--- src/rtl/if1_pc_gen.sv ---
// IF1 fetch-address generator: holds the fetch PC, picks the next PC and issues instruction fetches.
// Optional IF1_BP_EN: when defined, predictor taken/target steer the next PC and are tagged to IF2.
module if1_pc_gen #(
  parameter logic [31:0] RESET_PC        = 32'h1C000000,
  parameter int unsigned MAX_OUTSTANDING = 2
) (
  input  logic        clk,
  input  logic        rst,
  output logic [5:0]  bp_pc_low,
  input  logic        bp_branch,
  input  logic [31:0] bp_target,
  input  logic        exc_valid,
  input  logic [31:0] exc_pc,
  input  logic        redirect_valid,
  input  logic [31:0] redirect_pc,
  output logic        inst_req,
  output logic [31:0] inst_addr,
  input  logic        inst_addr_ok,
  input  logic        inst_data_ok,
  input  logic        if2_allowin,
  output logic        if1_to_if2_valid,
  output logic [31:0] if1_pc,
  output logic        if1_pred_taken,
  output logic [31:0] if1_pred_target,
  output logic        if1_cancel
);

  typedef enum logic [1:0] {StRstHold, StFetch, StHold} state_t;

  localparam logic [1:0] MaxOut = 2'(MAX_OUTSTANDING);

  state_t      state_q, state_d;
  logic [31:0] fetch_pc_q, fetch_pc_d;
  logic [1:0]  outstanding_q, outstanding_d;
  logic        pending_valid_q, pending_valid_d;
  logic        pending_exc_q, pending_exc_d;
  logic [31:0] pending_pc_q, pending_pc_d;
  logic        cancel_d;

  logic        accept;
  logic        data_dec;
  logic        redir_any;
  logic [31:0] redir_target;
  logic        pred_taken;
  logic [31:0] pred_target;
  logic [31:0] seq_pc;

`ifdef IF1_BP_EN
  assign pred_taken  = bp_branch;
  assign pred_target = bp_target;
`else
  logic unused_bp;
  assign unused_bp   = bp_branch ^ (^bp_target);
  assign pred_taken  = 1'b0;
  assign pred_target = 32'h0;
`endif

  assign bp_pc_low    = fetch_pc_q[7:2];
  assign inst_addr    = fetch_pc_q;
  assign redir_any    = exc_valid || redirect_valid;
  assign redir_target = exc_valid ? exc_pc : redirect_pc;
  assign seq_pc       = pred_taken ? pred_target : fetch_pc_q + 32'd4;
  assign accept       = inst_req && inst_addr_ok;
  assign data_dec     = inst_data_ok && (outstanding_q != 2'd0);

  // Request/state control; HOLD keeps the address stable until the bus takes it.
  always_comb begin
    inst_req = 1'b0;
    state_d  = state_q;
    unique case (state_q)
      StRstHold: state_d = StFetch;
      StFetch: begin
        inst_req = if2_allowin && (outstanding_q < MaxOut) && !redir_any;
        if (inst_req && !inst_addr_ok) state_d = StHold;
      end
      StHold: begin
        inst_req = 1'b1;
        if (inst_addr_ok) state_d = StFetch;
      end
      default: state_d = StFetch;
    endcase
  end

  always_comb begin
    fetch_pc_d      = fetch_pc_q;
    pending_valid_d = pending_valid_q;
    pending_exc_d   = pending_exc_q;
    pending_pc_d    = pending_pc_q;
    cancel_d        = 1'b0;
    if (accept) begin
      if (redir_any) begin
        fetch_pc_d = redir_target;
        cancel_d   = 1'b1;
      end else if (pending_valid_q) begin
        fetch_pc_d = pending_pc_q;
        cancel_d   = 1'b1;
      end else begin
        fetch_pc_d = seq_pc;
      end
      pending_valid_d = 1'b0;
      pending_exc_d   = 1'b0;
    end else if (state_q == StHold) begin
      // A pending exception must not be displaced by a later, lower-priority redirect.
      if (exc_valid || (redirect_valid && !pending_exc_q)) begin
        pending_valid_d = 1'b1;
        pending_exc_d   = exc_valid;
        pending_pc_d    = redir_target;
      end
    end else if (redir_any) begin
      fetch_pc_d = redir_target;
      cancel_d   = 1'b1;
    end
  end

  always_comb begin
    outstanding_d = outstanding_q;
    if (accept && !data_dec) outstanding_d = outstanding_q + 2'd1;
    else if (!accept && data_dec) outstanding_d = outstanding_q - 2'd1;
  end

  always_ff @(posedge clk or posedge rst) begin
    if (rst) begin
      state_q          <= StRstHold;
      fetch_pc_q       <= RESET_PC;
      outstanding_q    <= 2'd0;
      pending_valid_q  <= 1'b0;
      pending_exc_q    <= 1'b0;
      pending_pc_q     <= 32'h0;
      if1_to_if2_valid <= 1'b0;
      if1_pc           <= 32'h0;
      if1_pred_taken   <= 1'b0;
      if1_pred_target  <= 32'h0;
      if1_cancel       <= 1'b0;
    end else begin
      state_q          <= state_d;
      fetch_pc_q       <= fetch_pc_d;
      outstanding_q    <= outstanding_d;
      pending_valid_q  <= pending_valid_d;
      pending_exc_q    <= pending_exc_d;
      pending_pc_q     <= pending_pc_d;
      if1_to_if2_valid <= accept;
      if1_cancel       <= cancel_d;
      if (accept) begin
        if1_pc          <= fetch_pc_q;
        if1_pred_taken  <= pred_taken;
        if1_pred_target <= pred_target;
      end
    end
  end

endmodule

--- config.mk ---
export PLATFORM = sky130hd
export DESIGN_NAME = if1_pc_gen
export DESIGN_NICKNAME = d
export VERILOG_FILES = /design/src/rtl/if1_pc_gen.sv
export SDC_FILE = /design/constraint.sdc
export NUM_CORES = 1
export LEC_CHECK = 0
export CAP_MARGIN = 5
export CORE_MARGIN = 4
export CORE_UTILIZATION = 66
export CTS_BUF_LIST = sky130_fd_sc_hd__clkbuf_8
export CTS_CLUSTER_SIZE = 40
export DETAILED_ROUTE_END_ITERATION = 16
export DONT_BUFFER_PORTS = 1
export PLACE_DENSITY_LB_ADDON = 0.1
export SETUP_SLACK_MARGIN = 0.2
export SYNTH_ARGS = -nofsm -noshare
export SYNTH_HDL_FRONTEND = slang
export SYNTH_SLANG_ARGS = --single-unit
--- constraint.sdc ---
create_clock -name clk -period 3.8 [get_ports clk]
set_input_delay 0.38 -clock clk [delete_from_list [all_inputs] [get_ports clk]]
set_output_delay 0.38 -clock clk [all_outputs]
set_load 0.005 [all_outputs]
==> impl_metrics.ini <==
[worst_setup_path]
cp_cell_sequence = inv_1 -> ha_1 -> nand4bb_1 -> a311oi_4 -> nand2_1 -> a21oi_1 -> o221a_2
critPathLaunchType = register
crit_type = register to register
cp-end-kind = register
crit_path_max_fanout = 17
cp.required_ns = 4.11
cpPeakStageDelay_ns = 0.74
slowest_stage = a311oi_4
arrival_ns = 3.20

[cts]
holdBufCountCts = 0
cts_resized = 0
cts_max_path_buffers = 2
root_buffer = clkbuf_8
cts_made_buffers = 9
path_clk_slew_ns = 0.10
cts_tree = done
insertion_delay_ns = 0.36
postCtsSetupBuffers = 0
htreeDepth = 3
cts_sinks = 104

[floorplanning]
die_y_um = 101
fp-row-count = 33
dieArea_mm2 = 0.0103
initial_utilization_pct = 69.0
ios = 210
fp.coreArea_mm2 = 0.00834
die_w_um = 101

[synth]
yosysSeqAreaShare_pct = 45.3
postSynthAreaPerCell_um2 = 9.95
synth_edf_count = 0
async_flop_share_pct = 100
synth_area_mm2 = 0.00575
synthXorXnorAreaFrac_pct = 2.74
synth-simple-area-share_pct = 13.7
yosys_warnings = 0
synth_cells = 578
synthMuxAreaShare_pct = 14.1
synth.distinct_cells = 64
ys_seq_elements = 104
ys.flop_type = dfrtp_1
synth_top_family_by_area = compound AO/OA/AOI/OAI gates
synth_compound_area_share_pct = 14.6
synth_adder_area_share_pct = 0.870

[layout]
design_area_mm2 = 0.00592
final_cell_mix = 101 x dfrtp_1, 52 x o21ai_0, 48 x nand2_1
n_antenna_cell = 0
fill_cells = 615
fin_nets = 665
drive_above_1_share_pct = 14.4
syn_to_final_growth_pct = 2.85
layout_commonest_cell = dfrtp_1

[sta]
fin_tns_setup_ns = 0
worst_pin_slew_ns = 1.05
period_needed_ns = 2.89
finalSetupViolCount = 0
final_max_slew_viol_count = 0
slew_headroom_pct = 30.0
hold_viol_final = 0
period_share_pct = 76.0
grt_setup_unrepaired = false
fin_skew_ns = 0.0142
fin_ws_ns = 0.911
holdWs_ns = 0.116
max_freq_mhz = 346

[detailed_routing]
routed-via-count = 4304
drtIter0Drc = 294
wl_um = 13500
first_pass_iters = 7
drc = 0
antenna_left = 0
viasPerCell = 6.45
wl_per_cell_um = 20.2

[placed_design]
detailed_place_hpwl_um = 9280
pre_cts_ws_ns = 0.921
io_buffers = 0
placed_area_mm2 = 0.00568
place_congestion = 0.844

[global_routing]
grt_pass1_vias = 4233
track_usage_pct = 26.4
antenna_found_initial = 0
grt_max_degree = 86
grt_pass1_wl_um = 21300
grt_overflow = 0

[power]
power.density_mw_per_mm2 = 615
p_leak_nw = 2.58
ir_drop_uv = 340

[hold_path]
hold_path.class = primary input to asynchronous set/reset pin

[run]
maxCapViolCount = 0

[status]
outcome = completed
[state kept, by name, indices dropped and copies added (netlist names)]
register,count
if1_cancel,1
if1_pc,32
pending_pc_q,32
pending_exc_q,1
state_q,2
if1_to_if2_valid,1
outstanding_q,2
inst_addr,32
pending_valid_q,1
[power by group]
part / leakage [nW] / switching, mW / total [mW] / internal [mW]
Combinational: 1.18 / 0.503 / 0.968 / 0.465
Clock: 0.118 / 0.380 / 0.813 / 0.433
Sequential: 1.29 / 0.384 / 1.86 / 1.47
Total: 2.58 / 1.27 / 3.64 / 2.37
[metrics by stage]
step / cells / total power [mW] / util, %
6_report: 667 / 3.64 / 70.9
5_1_grt: 667 / 3.87 / 70.9
4_1_cts: 667 / 3.65 / 70.9
3_5_place_dp: 651 / 2.84 / 68.1
3_3_place_gp: 651 / 2.78 / 68.1
2_1_floorplan: 610 / 2.61 / -
[critical path: cells and delay by family (launching register included)]
| kind | cells | cell delay, ns |
|---|---|---|
| DFF | 1 | 0.39 |
| adders and majority gates | 1 | 0.37 |
| and+or+nand+nor | 2 | 0.74 |
| AOI/OAI and AO/OA | 3 | 1.27 |
| buffers and inverters | 1 | 0.05 |
[cells in the mapped netlist, types with 5 or more instances]
cell type / instances / area [um2]
mux2_2: 40 / 450
dfrtp_1: 101 / 2530
nor3_1: 10 / 50.1
nand4_1: 10 / 62.6
nand3_1: 16 / 80.1
a21oi_1: 33 / 165
buf_4: 39 / 293
clkbuf_1: 23 / 86.3
mux2i_1: 35 / 350
xnor2_1: 9 / 78.8
xor2_1: 9 / 78.8
o31ai_1: 5 / 37.5
and3_1: 6 / 37.5
a221oi_1: 5 / 43.8
nand2_1: 49 / 184
buf_2: 10 / 50.1
o21ai_0: 52 / 260
nor2_1: 30 / 113
inv_1: 13 / 48.8
[worst paths after layout]
check | cells after the start | start | endpoint | slack (ns)
min in group clk | 1 | inst_addr_ok | state_q[1] | 0.14
worst min register to register | 2 | pending_pc_q[23] | pending_pc_q[23] | 0.48
max in group asynchronous | 2 | rst | inst_addr[3] | 2.79
worst max register to register | 7 | state_q[0] | inst_addr[28] | 0.91
worst max-delay path | 7 | state_q[0] | inst_addr[28] | 0.91
worst min-delay path | 1 | rst | if1_pc[24] | 0.12
[cells by family after synthesis]
group / Yosys count
buf+inv: 89
flops: 104
compound gates: 134
fa+ha+maj: 4
mux: 76
simple gates: 152
xor+xnor: 18
other cells: 1
[layer usage]
metal  wire length (um)  GRT usage, %  part of all wire [%]
met1               5800          35.9                    43
met2               6400          42.4                    47
met3               1060          5.37                   7.9
met4                224          9.41                   1.7
met5                  0             0                     0
[area by class of cell]
class / instances / area, um2 / area share, %
multi-input cells: 417 / 2800 / 47.3
flip-flops and latches: 104 / 2610 / 44.1
well taps: 105 / 131 / 2.22
clock buffers: 9 / 124 / 2.09
clock inverters: 7 / 113 / 1.90
repair buffers: 12 / 90.1 / 1.52
inverters: 13 / 51.3 / 0.867
Power figures use the tool's default switching activity.
